### config.mk
export PLATFORM = sky130hd
export DESIGN_NAME = tile_cmd_issuer
export DESIGN_NICKNAME = d
export VERILOG_FILES = /design/src/rtl/tile_cmd_issuer.sv
export SDC_FILE = /design/constraint.sdc
export NUM_CORES = 1
export LEC_CHECK = 0
export ABC_AREA = 1
export ABC_CLOCK_PERIOD_IN_PS = 4360
export CORE_MARGIN = 2
export CORE_UTILIZATION = 50
export DETAILED_ROUTE_END_ITERATION = 16
export MAX_ROUTING_LAYER = met4
export PLACE_DENSITY = 0.77
export SKIP_LAST_GASP = 1
export SLEW_MARGIN = 20
export SYNTH_ARGS = -nofsm -noshare
export SYNTH_HDL_FRONTEND = slang
export SYNTH_SLANG_ARGS = --single-unit
### constraint.sdc
create_clock -name clk -period 4.36 [get_ports clk]
set_input_delay 0.872 -clock clk [delete_from_list [all_inputs] [get_ports clk]]
set_output_delay 0.872 -clock clk [all_outputs]
set_load 0.005 [all_outputs]
### src/rtl/tile_cmd_issuer.sv
// tile_cmd_issuer
//
// Host-side command issuer for a compute tile. Host command descriptors are
// queued in a DEPTH-entry FIFO and serialized as 64-bit control flits onto the
// tile's NoC control channel (valid/ready). Memory-read commands (opcode 0x11)
// wait for the tile's response flit, which is captured into rsp_data with a
// one-cycle rsp_valid pulse. If no response arrives within TIMEOUT cycles,
// the sticky timeout_err flag is raised. At most one read is outstanding.
//
// Ports
//   clk, rst_n        clock (rising edge), async active-low reset
//   cmd_*             host command push interface (cmd_ready = FIFO not full)
//   ctrl_flit_out/ctrl_valid_out/ctrl_ready_in   flit channel to the tile
//   ctrl_flit_in/ctrl_valid_in/ctrl_ready_out    response channel (always sunk)
//   rsp_valid, rsp_data   captured read response
//   timeout_err, err_clear  sticky read-timeout flag and its clear
//   fifo_count, sent_count, busy   status
//
// DEPTH must be a power of two and at least 2; TIMEOUT must be 1..65535.

module tile_cmd_issuer #(
    parameter int DEPTH      = 8,
    parameter int TIMEOUT    = 256,
    parameter int NOC_FLIT_W = 64
) (
    input  logic                      clk,
    input  logic                      rst_n,
    // host command interface
    input  logic                      cmd_valid,
    output logic                      cmd_ready,
    input  logic [7:0]                cmd_opcode,
    input  logic [7:0]                cmd_row_sel,
    input  logic [15:0]               cmd_data,
    input  logic [31:0]               cmd_payload,
    // flit channel to the tile
    output logic [NOC_FLIT_W-1:0]     ctrl_flit_out,
    output logic                      ctrl_valid_out,
    input  logic                      ctrl_ready_in,
    // response channel from the tile
    input  logic [NOC_FLIT_W-1:0]     ctrl_flit_in,
    input  logic                      ctrl_valid_in,
    output logic                      ctrl_ready_out,
    // read response / error
    output logic                      rsp_valid,
    output logic [NOC_FLIT_W-1:0]     rsp_data,
    output logic                      timeout_err,
    input  logic                      err_clear,
    // status
    output logic [$clog2(DEPTH):0]    fifo_count,
    output logic [15:0]               sent_count,
    output logic                      busy
);

    localparam int PW = $clog2(DEPTH);
    localparam int CW = PW + 1;
    localparam logic [CW-1:0] FULL_CNT  = CW'(DEPTH);
    localparam logic [15:0]   TMO_LAST  = 16'(TIMEOUT - 1);
    localparam logic [7:0]    OP_MEMRD  = 8'h11;

    typedef struct packed {
        logic [7:0]  opcode;
        logic [7:0]  row_sel;
        logic [15:0] data;
        logic [31:0] payload;
    } flit_t;

    typedef enum logic [1:0] {
        IDLE,
        SEND,
        WAIT_RSP
    } state_t;

    // ------------------------------------------------------------------
    // Command FIFO
    // ------------------------------------------------------------------
    flit_t           mem [DEPTH];
    logic [PW-1:0]   wr_ptr, rd_ptr;
    logic [CW-1:0]   count;
    logic            full, empty;
    logic            push, pop;

    assign full  = (count == FULL_CNT);
    assign empty = (count == '0);
    assign push  = cmd_valid && !full;

    // ------------------------------------------------------------------
    // Issue FSM signals
    // ------------------------------------------------------------------
    state_t          state;
    flit_t           flit_q;
    logic [15:0]     timer;
    logic            is_read;
    logic            accept;
    logic            chain;

    assign is_read = (flit_q.opcode == OP_MEMRD);
    assign accept  = ctrl_valid_out && ctrl_ready_in;
    // A read answered in its own acceptance cycle behaves like a write:
    // the next flit may follow back-to-back.
    assign chain   = accept && (!is_read || ctrl_valid_in);

    // The FSM takes the head either to start a burst from IDLE or to
    // replace the flit just accepted in SEND.
    assign pop = !empty && ((state == IDLE) || ((state == SEND) && chain));

    // Storage has no reset; contents are simply lost on reset since the
    // pointers and count return to zero.
    always_ff @(posedge clk) begin
        if (push) begin
            mem[wr_ptr] <= '{opcode:  cmd_opcode,
                             row_sel: cmd_row_sel,
                             data:    cmd_data,
                             payload: cmd_payload};
        end
    end

    // Pointers wrap naturally because DEPTH is a power of two.
    always_ff @(posedge clk or negedge rst_n) begin
        if (!rst_n) begin
            wr_ptr <= '0;
            rd_ptr <= '0;
            count  <= '0;
        end else begin
            if (push) wr_ptr <= wr_ptr + PW'(1);
            if (pop)  rd_ptr <= rd_ptr + PW'(1);
            case ({push, pop})
                2'b10:   count <= count + CW'(1);
                2'b01:   count <= count - CW'(1);
                default: count <= count;
            endcase
        end
    end

    // ------------------------------------------------------------------
    // Issue FSM with registered outputs
    // ------------------------------------------------------------------
    always_ff @(posedge clk or negedge rst_n) begin
        if (!rst_n) begin
            state          <= IDLE;
            flit_q         <= '0;
            ctrl_valid_out <= 1'b0;
            rsp_valid      <= 1'b0;
            rsp_data       <= '0;
            timeout_err    <= 1'b0;
            sent_count     <= '0;
            timer          <= '0;
        end else begin
            rsp_valid <= 1'b0;
            // A timeout set below overrides this clear in the same cycle.
            if (err_clear) timeout_err <= 1'b0;

            case (state)
                IDLE: begin
                    if (!empty) begin
                        flit_q         <= mem[rd_ptr];
                        ctrl_valid_out <= 1'b1;
                        state          <= SEND;
                    end
                end

                SEND: begin
                    // ctrl_valid_out is always high here; flit_q holds
                    // until the tile accepts.
                    if (accept) begin
                        sent_count <= sent_count + 16'd1;
                        if (is_read && !ctrl_valid_in) begin
                            ctrl_valid_out <= 1'b0;
                            timer          <= '0;
                            state          <= WAIT_RSP;
                        end else begin
                            if (is_read) begin
                                rsp_data  <= ctrl_flit_in;
                                rsp_valid <= 1'b1;
                            end
                            if (!empty) begin
                                flit_q <= mem[rd_ptr];
                            end else begin
                                ctrl_valid_out <= 1'b0;
                                state          <= IDLE;
                            end
                        end
                    end
                end

                WAIT_RSP: begin
                    if (ctrl_valid_in) begin
                        rsp_data  <= ctrl_flit_in;
                        rsp_valid <= 1'b1;
                        state     <= IDLE;
                    end else if (timer == TMO_LAST) begin
                        timeout_err <= 1'b1;
                        state       <= IDLE;
                    end else begin
                        timer <= timer + 16'd1;
                    end
                end

                default: begin
                    ctrl_valid_out <= 1'b0;
                    state          <= IDLE;
                end
            endcase
        end
    end

    // ------------------------------------------------------------------
    // Outputs
    // ------------------------------------------------------------------
    assign ctrl_flit_out  = flit_q;
    assign cmd_ready      = !full;
    assign ctrl_ready_out = 1'b1;
    assign fifo_count     = count;
    assign busy           = (state != IDLE) || !empty;

endmodule
### After elaboration in Yosys (flattened, before gate mapping)

Memories as Yosys holds them, arrays and structs flattened.
Index checks and enable logic that the tools add are counted.
Widths: inputs -> output; s select.

* bits in latches: 0
* bits in registers: 175
* memory bits (read-only): 0
* logic and storage cells: 102
* memory bits (writable): 512
* memories kept: 1

* bitwise gates (word level): 1
* magnitude comparators: 0
* div/mod/pow operators: 0
* shifts and indexed selects: 0
* reduce and logical (&&, ||, !) cells: 25
* add/subtract/negate cells: 6
* mux-type cells: 38
* equal/unequal tests: 17
* multiply operators: 0

Memories
* mem: depth 8, width 64, read ports 1, clocked after memory_dff 0, write ports 1, RTL line 76 `flit_t mem [DEPTH];`

Operator list (number)
* $mux 64: 7
* $pmux 64 s2: 2
* $mux 16: 4
* $add 16x1->16 const B: 2
* $pmux 16 s2: 1
* $eq 16x8->1 const B: 1
* $mux 1: 14
* $ne 2x2->1 const B: 7
* $mux 2: 6
* $reduce_and 5->1: 2
* $eq 8x5->1 const B: 1
* $pmux 4 s2: 1
* $reduce_and 4->1: 2
* $reduce_bool 2->1: 4
* $add 3x1->3 const B: 2
* $logic_and 1x1->1: 6
* $pmux 2 s3: 1
* $add 4x1->4 const B: 1
* $eq 2x1->1 const B: 2
* $eq 2x2->1 const B: 2
* $eq 4x4->1 const B: 1
* $logic_not 1->1: 4
* $logic_not 4->1: 1
* $sub 4x1->4 const B: 1
* 10 further kinds: 12

### Logic depth before layout (Yosys ltp)

Gate-level depths: netlist (run 1).

* depth after elaboration: 9
* depth in mapped cells: 14
* mapped depth without buffers: 14

### Worst setup path before layout (run 1)

Ideal clock, no wire load.

* kind: input -> register
* from: input port cmd_valid
* to: memory mem[0][0] (netlist name) (enable)
* library setup time: 486 ps
* arrival time: 3960 ps
* setup slack: -86 ps
* path buffers: 0
* stages: 3
* data required time: 3874 ps
* path through: nand2_1 -> or2_2 -> nor2_1

* cells in the longest elaborated chain, start to end: 3

RTL lines
* start: declaration: RTL line 29 `input logic cmd_valid,`
* $logic_and 1x1->1: RTL line 84 `assign push = cmd_valid && !full;`
* $mux 1: RTL line 109 `if (push) begin`
* $mux 1 (implied by the code): RTL line 110 `mem[wr_ptr] <= '{opcode: cmd_opcode,`
* end: declaration: RTL line 76

Every way passes these cells.

### Worst setup path after layout (run 1)

* from: register state[0]
* to: output port busy

* cells in the longest elaborated chain, start to end: 2

RTL lines
* start: declaration: RTL line 89 `state_t state;`
* start signal: assignment: RTL line 139 `state <= IDLE;`
* start signal: assignment: RTL line 157 `state <= SEND;`
* start signal: assignment: RTL line 169 `state <= WAIT_RSP;`
* $reduce_bool 2->1: RTL line 213 `assign busy = (state != IDLE) || !empty;`
* $logic_or 1x1->1: RTL line 213
* end: declaration: RTL line 51 `output logic busy`

Every way passes these cells.

==> results of run 1 <==
-- report_power, final --
group	leakage [nW]	switching [mW]	internal [mW]	total, mW
Clock	1.16	2.50	3.56	6.05
Combinational	4.40	4.64	2.92	7.55
Sequential	6.83	0.667	8.50	9.17
Total	12.4	7.80	15.0	22.8
-- metrics by stage --
stage | setup TNS, ns | hold WS (ns) | instance area [um^2] | power [mW]
2_1_floorplan | -22.14 | 0.467 | 27500 | 13.9
3_3_place_gp | 0 | 0.472 | 30900 | 16.5
3_5_place_dp | 0 | 0.478 | 30900 | 16.9
4_1_cts | 0 | 0.361 | 33300 | 23.0
5_1_grt | 0 | 0.402 | 33300 | 24.2
6_report | 0 | 0.335 | 33300 | 22.8
-- registers in the layout (all words and copies together), names as in the netlist --
register	cells
rsp_data	64
ctrl_valid_out	1
state	2
timeout_err	1
sent_count	16
fifo_count	4
wr_ptr	3
timer	16
rd_ptr	3
mem	512
ctrl_flit_out	64
rsp_valid	1
-- routing by layer --
metal / share of wire [%] / up-vias / track usage [%]
li1: - / 8617 / -
met1: 42 / 8910 / 29.4
met2: 48 / 711 / 37.8
met3: 7.0 / 115 / 4.49
met4: 2.6 / 0 / 8.62
met5: 0 / - / -
-- synthesized netlist by cell type, types with 8 or more instances --
library cell  number
buf_4              9
o21ai_0          256
dfrtp_1          175
xnor2_1            8
buf_2             41
o21ai_1          151
nor2_1           428
edfxtp_1         512
nand2_1          315
o211ai_1         130
inv_1            114
nand3_1           29
buf_6             26
xor2_1             9
ha_1              10
clkbuf_1          46
-- logic make-up (layout without fill, tap and decap cells) --
group | Yosys count | in the layout
buffers and inverters | 251 | 574
XOR/XNOR | 17 | 17
other | 1 | 7
AO/OA/AOI/OAI | 550 | 550
flip-flops | 687 | 687
adder cells (fa/ha/maj) | 11 | 11
AND/OR/NAND/NOR | 797 | 797
-- worst max path at each step --
stage | startpoint | endpoint | slack, ns | cells after the start
global placement | ctrl_ready_in | fifo_count[3] | 0.93 | 13
detailed placement | ctrl_ready_in | fifo_count[3] | 0.91 | 13
finish | state[0] | busy | 1.38 | 6
CTS | state[0] | busy | 1.33 | 6
global route | state[1] | fifo_count[3] | 1.18 | 14
floorplan | cmd_valid | mem[0][0] | -0.09 | 3
-- area by class of cell --
cell class | count | area (um^2) | area share, %
sequential | 687 | 19800 | 59.3
multi-input combinational | 1376 | 6590 | 19.8
timing repair buffer | 323 | 3240 | 9.74
clock buffer | 90 | 1950 | 5.85
tap | 696 | 871 | 2.61
inverter | 119 | 458 | 1.37
clock inverter | 42 | 423 | 1.27
antenna | 6 | 15.0 | 0.0451
==> impl_metrics.py, run 1 <==
metrics = {
    "job": {
        "drv_cap": 0,
    },
    "sta": {
        "fin_crit_ns": 2.98,
        "tightestPinTransition_ns": 1.04,
        "fmax_mhz": 336,
        "fin_worst_skew_ns": 0.0177,
        "layout_worst_path_cycle_share_pct": 68.3,
        "setup_violations": 0,
        "rsz0062_at_grt": "false",
        "hold_viol_final": 0,
        "worst_slack_ns": 1.38,
        "final_max_slew_viol_count": 0,
        "relSlewSlack_pct": 30.5,
    },
    "drt": {
        "ant_nets": 0,
        "dr.pass1.iters": 5,
        "vias_per_cell": 5.50,
        "drt-total-wl_um": 64300,
        "vias": 18400,
        "drc": 0,
        "wl_per_cell_um": 19.2,
        "drt_iter0_markers": 1632,
    },
    "cts": {
        "htreeDepth": 3,
        "cts_inserted_buffers": 71,
        "cts_tree": "built",
        "ctsRootBufferMaster": "clkbuf_16",
        "cts_setup_buffers": 0,
        "cts_max_path_buffers": 3,
        "post_cts_resized": 0,
        "cts_hold_buf": 0,
        "insertion_delay_ns": 0.61,
        "path_clk_slew_ns": 0.06,
        "cts_num_sinks": 687,
    },
    "synth": {
        "synth.distinct_cells": 38,
        "ys_async_sr_fraction_pct": 25.5,
        "synth_top_family_by_area": "simple AND/OR/NAND/NOR gates",
        "synth_compound_area_share_pct": 11.2,
        "synthXorXnorAreaFrac_pct": 0.541,
        "synthCells": 2314,
        "synth.top_cell.area_share_pct": 55.9,
        "seq_area_frac_synth_pct": 71.8,
        "yosys_warnings": 0,
        "ys.flop_type": "edfxtp_1",
        "synth-seq-cells": 687,
        "synth_mux_area_share_pct": 0,
        "netlist_area_um2": 27500,
        "syn_nets": 2459,
        "synth_fa_ha_area_share_pct": 0.528,
        "synth_top_area_cell": "edfxtp_1",
        "syn_area_per_cell_um2": 11.9,
        "synth_edf_count": 512,
        "yosys-top-cells-area": "edfxtp_1 56%, dfrtp_1 16%, nor2_1 5.8%, o21ai_0 4.7%, nand2_1 4.3%",
        "synthSimpleGateAreaFrac_pct": 11.3,
    },
    "die": {
        "dieHeight_um": 239,
        "dieArea_um2": 56900,
        "core_area_um2": 54100,
        "fp.dieW_um": 239,
        "initial_core_util_pct": 50.8,
        "ios": 288,
        "row_count": 85,
    },
    "setup_path": {
        "endpoint_kind": "primary output",
        "cp_data_arrival_time_ns": 2.11,
        "crit_family": "buffers and inverters",
        "path_buf_inv": 4,
        "r2r_cells": 14,
        "rrSetupSlack_ns": 1.44,
        "path_common_cell": "inv_1",
        "slowest_stage": "clkdlybuf4s50_1",
        "worst-path-max-fanout": 4,
        "cp_data_required_time_ns": 3.49,
        "cp_slowest_stage_delay_ns": 0.48,
        "r2r_start": "state[1]",
        "reg2reg_to": "fifo_count[3]",
        "setup.worst_path.class": "register to primary output",
        "cp_cell_sequence": "inv_1 -> ha_1 -> inv_1 -> nor2_1 -> inv_1 -> clkdlybuf4s50_1",
        "start_kind": "register",
    },
    "placed_design": {
        "place_inst": 3201,
        "gp_congestion": 0.908,
        "portBuffers": 286,
        "dp_hpwl_um": 37900,
        "post-place-ws_ns": 0.909,
    },
    "pwr": {
        "ir_drop_mv": 0.414,
        "power_density_nw_per_um2": 684,
        "power.leakage_nw": 12.4,
    },
    "cells_and_area": {
        "syn_to_final_growth_pct": 21.1,
        "layout.cells.non_filler": 3339,
        "final.fill_count": 4044,
        "layout_commonest_cell": "edfxtp_1",
        "drive_gt1_share_pct": 6.86,
        "nets": 2723,
        "final_core_util_pct": 61.5,
        "layout_common_cells": "512 x edfxtp_1, 420 x nor2_1, 314 x nand2_1",
    },
    "worst_hold_path": {
        "hold_class": "input port to async pin",
    },
    "global_routing": {
        "grt_max_degree": 167,
        "grt_use_total_pct": 23.3,
        "grt_pass1_vias": 18300,
        "grt_first_pass_wirelength_um": 99700,
        "overflow": 0,
        "antenna_found_initial": 6,
    },
    "outcome": {
        "outcome": "complete, no violations",
    },
}
(Power assumes the default switching activity.)
==> run 2: changes to the inputs <==
ABC_CLOCK_PERIOD_IN_PS = 2770   (was 4360)
PLACE_DENSITY = 0.74   (was 0.77)
clock period = 2.77 ns   (was 4.36 ns; I/O delays follow)
==> impl_metrics.py, run 2 (synthesis results as in run 1) <==
metrics = {
    "sta": {
        "relSlewSlack_pct": 32.7,
        "final_max_slew_viol_count": 0,
        "fin_crit_ns": 2.63,
        "fmax_mhz": 380,
        "totalNegativeSetupSlack_ns": 0,
        "rsz0062_at_grt": "false",
        "worst_slack_ns": 0.140,
        "layout_worst_path_cycle_share_pct": 94.9,
        "setup_violations": 0,
        "tightestPinTransition_ns": 1.01,
        "fin_worst_skew_ns": 0.0250,
        "hold_viol_final": 0,
    },
    "die": {
        "row_count": 85,
        "dieHeight_um": 239,
        "core_area_um2": 54100,
        "initial_core_util_pct": 50.8,
        "ios": 288,
        "fp.dieW_um": 239,
        "dieArea_um2": 56900,
    },
    "cts": {
        "cts_tree": "built",
        "insertion_delay_ns": 0.61,
        "cts_inserted_buffers": 70,
        "path_clk_slew_ns": 0.06,
        "cts_num_sinks": 687,
        "ctsRootBufferMaster": "clkbuf_16",
        "htreeDepth": 3,
        "cts_max_path_buffers": 3,
    },
    "worst_hold_path": {
        "hold_class": "register to register",
    },
    "global_routing": {
        "antenna_found_initial": 13,
        "overflow": 0,
        "grt_max_degree": 175,
        "grt_first_pass_wirelength_um": 99300,
        "grt_pass1_vias": 18300,
        "grt_use_total_pct": 23.1,
    },
    "drt": {
        "vias_per_cell": 5.47,
        "drt-total-wl_um": 63600,
        "drt_iter0_markers": 1722,
        "vias": 18400,
        "ant_nets": 0,
        "drc": 0,
        "wl_per_cell_um": 18.9,
        "dr.pass1.iters": 5,
    },
    "placed_design": {
        "dp_hpwl_um": 38300,
        "post-place-ws_ns": 0.0355,
        "portBuffers": 286,
        "gp_congestion": 0.855,
    },
    "setup_path": {
        "cp_cell_sequence": "inv_1 -> ha_1 -> inv_1 -> nor2_2 -> inv_1 -> clkdlybuf4s50_1",
        "endpoint_kind": "primary output",
        "worst-path-max-fanout": 4,
        "cp_data_required_time_ns": 2.22,
        "slowest_stage": "clkdlybuf4s50_1",
        "setup.worst_path.class": "register to primary output",
        "cp_data_arrival_time_ns": 2.08,
        "path_common_cell": "inv_1",
        "start_kind": "register",
        "cp_slowest_stage_delay_ns": 0.46,
    },
    "pwr": {
        "power.leakage_nw": 12.5,
        "ir_drop_mv": 0.730,
        "power_density_nw_per_um2": 1080,
    },
    "cells_and_area": {
        "nets": 2742,
        "syn_to_final_growth_pct": 22.5,
        "layout_commonest_cell": "edfxtp_1",
        "regMostFlops": "mem",
        "largest_reg_flops": 512,
        "layout_common_cells": "512 x edfxtp_1, 419 x nor2_1, 314 x nand2_1",
        "drive_gt1_share_pct": 7.20,
    },
    "job": {
        "drv_cap": 0,
    },
    "outcome": {
        "outcome": "complete, no violations",
    },
}
==> run 2: through the flow <==
stage	utilization, %	total power [mW]	cells	hold slack (ns)	area [um^2]
2_1_floorplan	-	21.9	2314	0.258	27600
3_3_place_gp	57.9	26.6	3220	0.471	31400
3_5_place_dp	57.9	27.1	3220	0.477	31400
4_1_cts	62.2	36.6	3349	0.470	33700
5_1_grt	62.3	38.4	3361	0.494	33700
6_report	62.3	36.3	3361	0.488	33700
==> run 2: path summary, 6_finish.rpt <==
path / startpoint / to / slack, ns / cells after the start
worst max-delay path: state[1] / busy / 0.14 / 6
worst min-delay path: rsp_data[16] / rsp_data[16] / 0.49 / 2
worst max register to register: state[1] / fifo_count[3] / 0.22 / 14
worst min register to register: rsp_data[16] / rsp_data[16] / 0.49 / 2
max in group asynchronous: rst_n / ctrl_flit_out[9] / 1.48 / 3
min in group asynchronous: rst_n / rsp_data[19] / 0.54 / 2
==> run 2: critical path: cells and delay by family (launching register included) <==
family,cells,cell delay (ns)
buf+inv,4,0.69
simple gates,1,0.15
flops,1,0.40
fa+ha+maj,1,0.22
==> run 2: area by class of cell <==
cell class | instances | area [um^2]
fill | 3971 | 20400
sequential | 687 | 19800
multi-input combinational | 1376 | 6590
timing repair buffer | 343 | 3680
clock buffer | 85 | 1830
tap | 696 | 871
clock inverter | 43 | 473
inverter | 119 | 458
antenna | 12 | 30.0
==> run 2: where the power goes <==
part / internal [mW] / switching [mW] / leakage (nW)
Clock: 5.51 / 3.89 / 1.11
Sequential: 13.4 / 0.919 / 6.83
Combinational: 5.02 / 7.55 / 4.58
Total: 23.9 / 12.4 / 12.5
==> run 2: what timing repair did <==
item                                    CTS  global route
endpoints found under the setup margin    0             1
hold endpoints to repair                 63             0
hold buffers                              1             0
setup buffers                             0             0
resized for setup                         0             1
==> run 2: per-layer routing <==
layer / part of all wire [%] / routed length (um) / track usage (%) / up-vias
met3: 7.6 / 4820 / 4.87 / 114
li1: - / - / - / 8665
met1: 41 / 26100 / 28.9 / 8903
met4: 2.6 / 1640 / 8.66 / 0
met5: 0 / 0 / - / -
met2: 49 / 31000 / 37.3 / 700
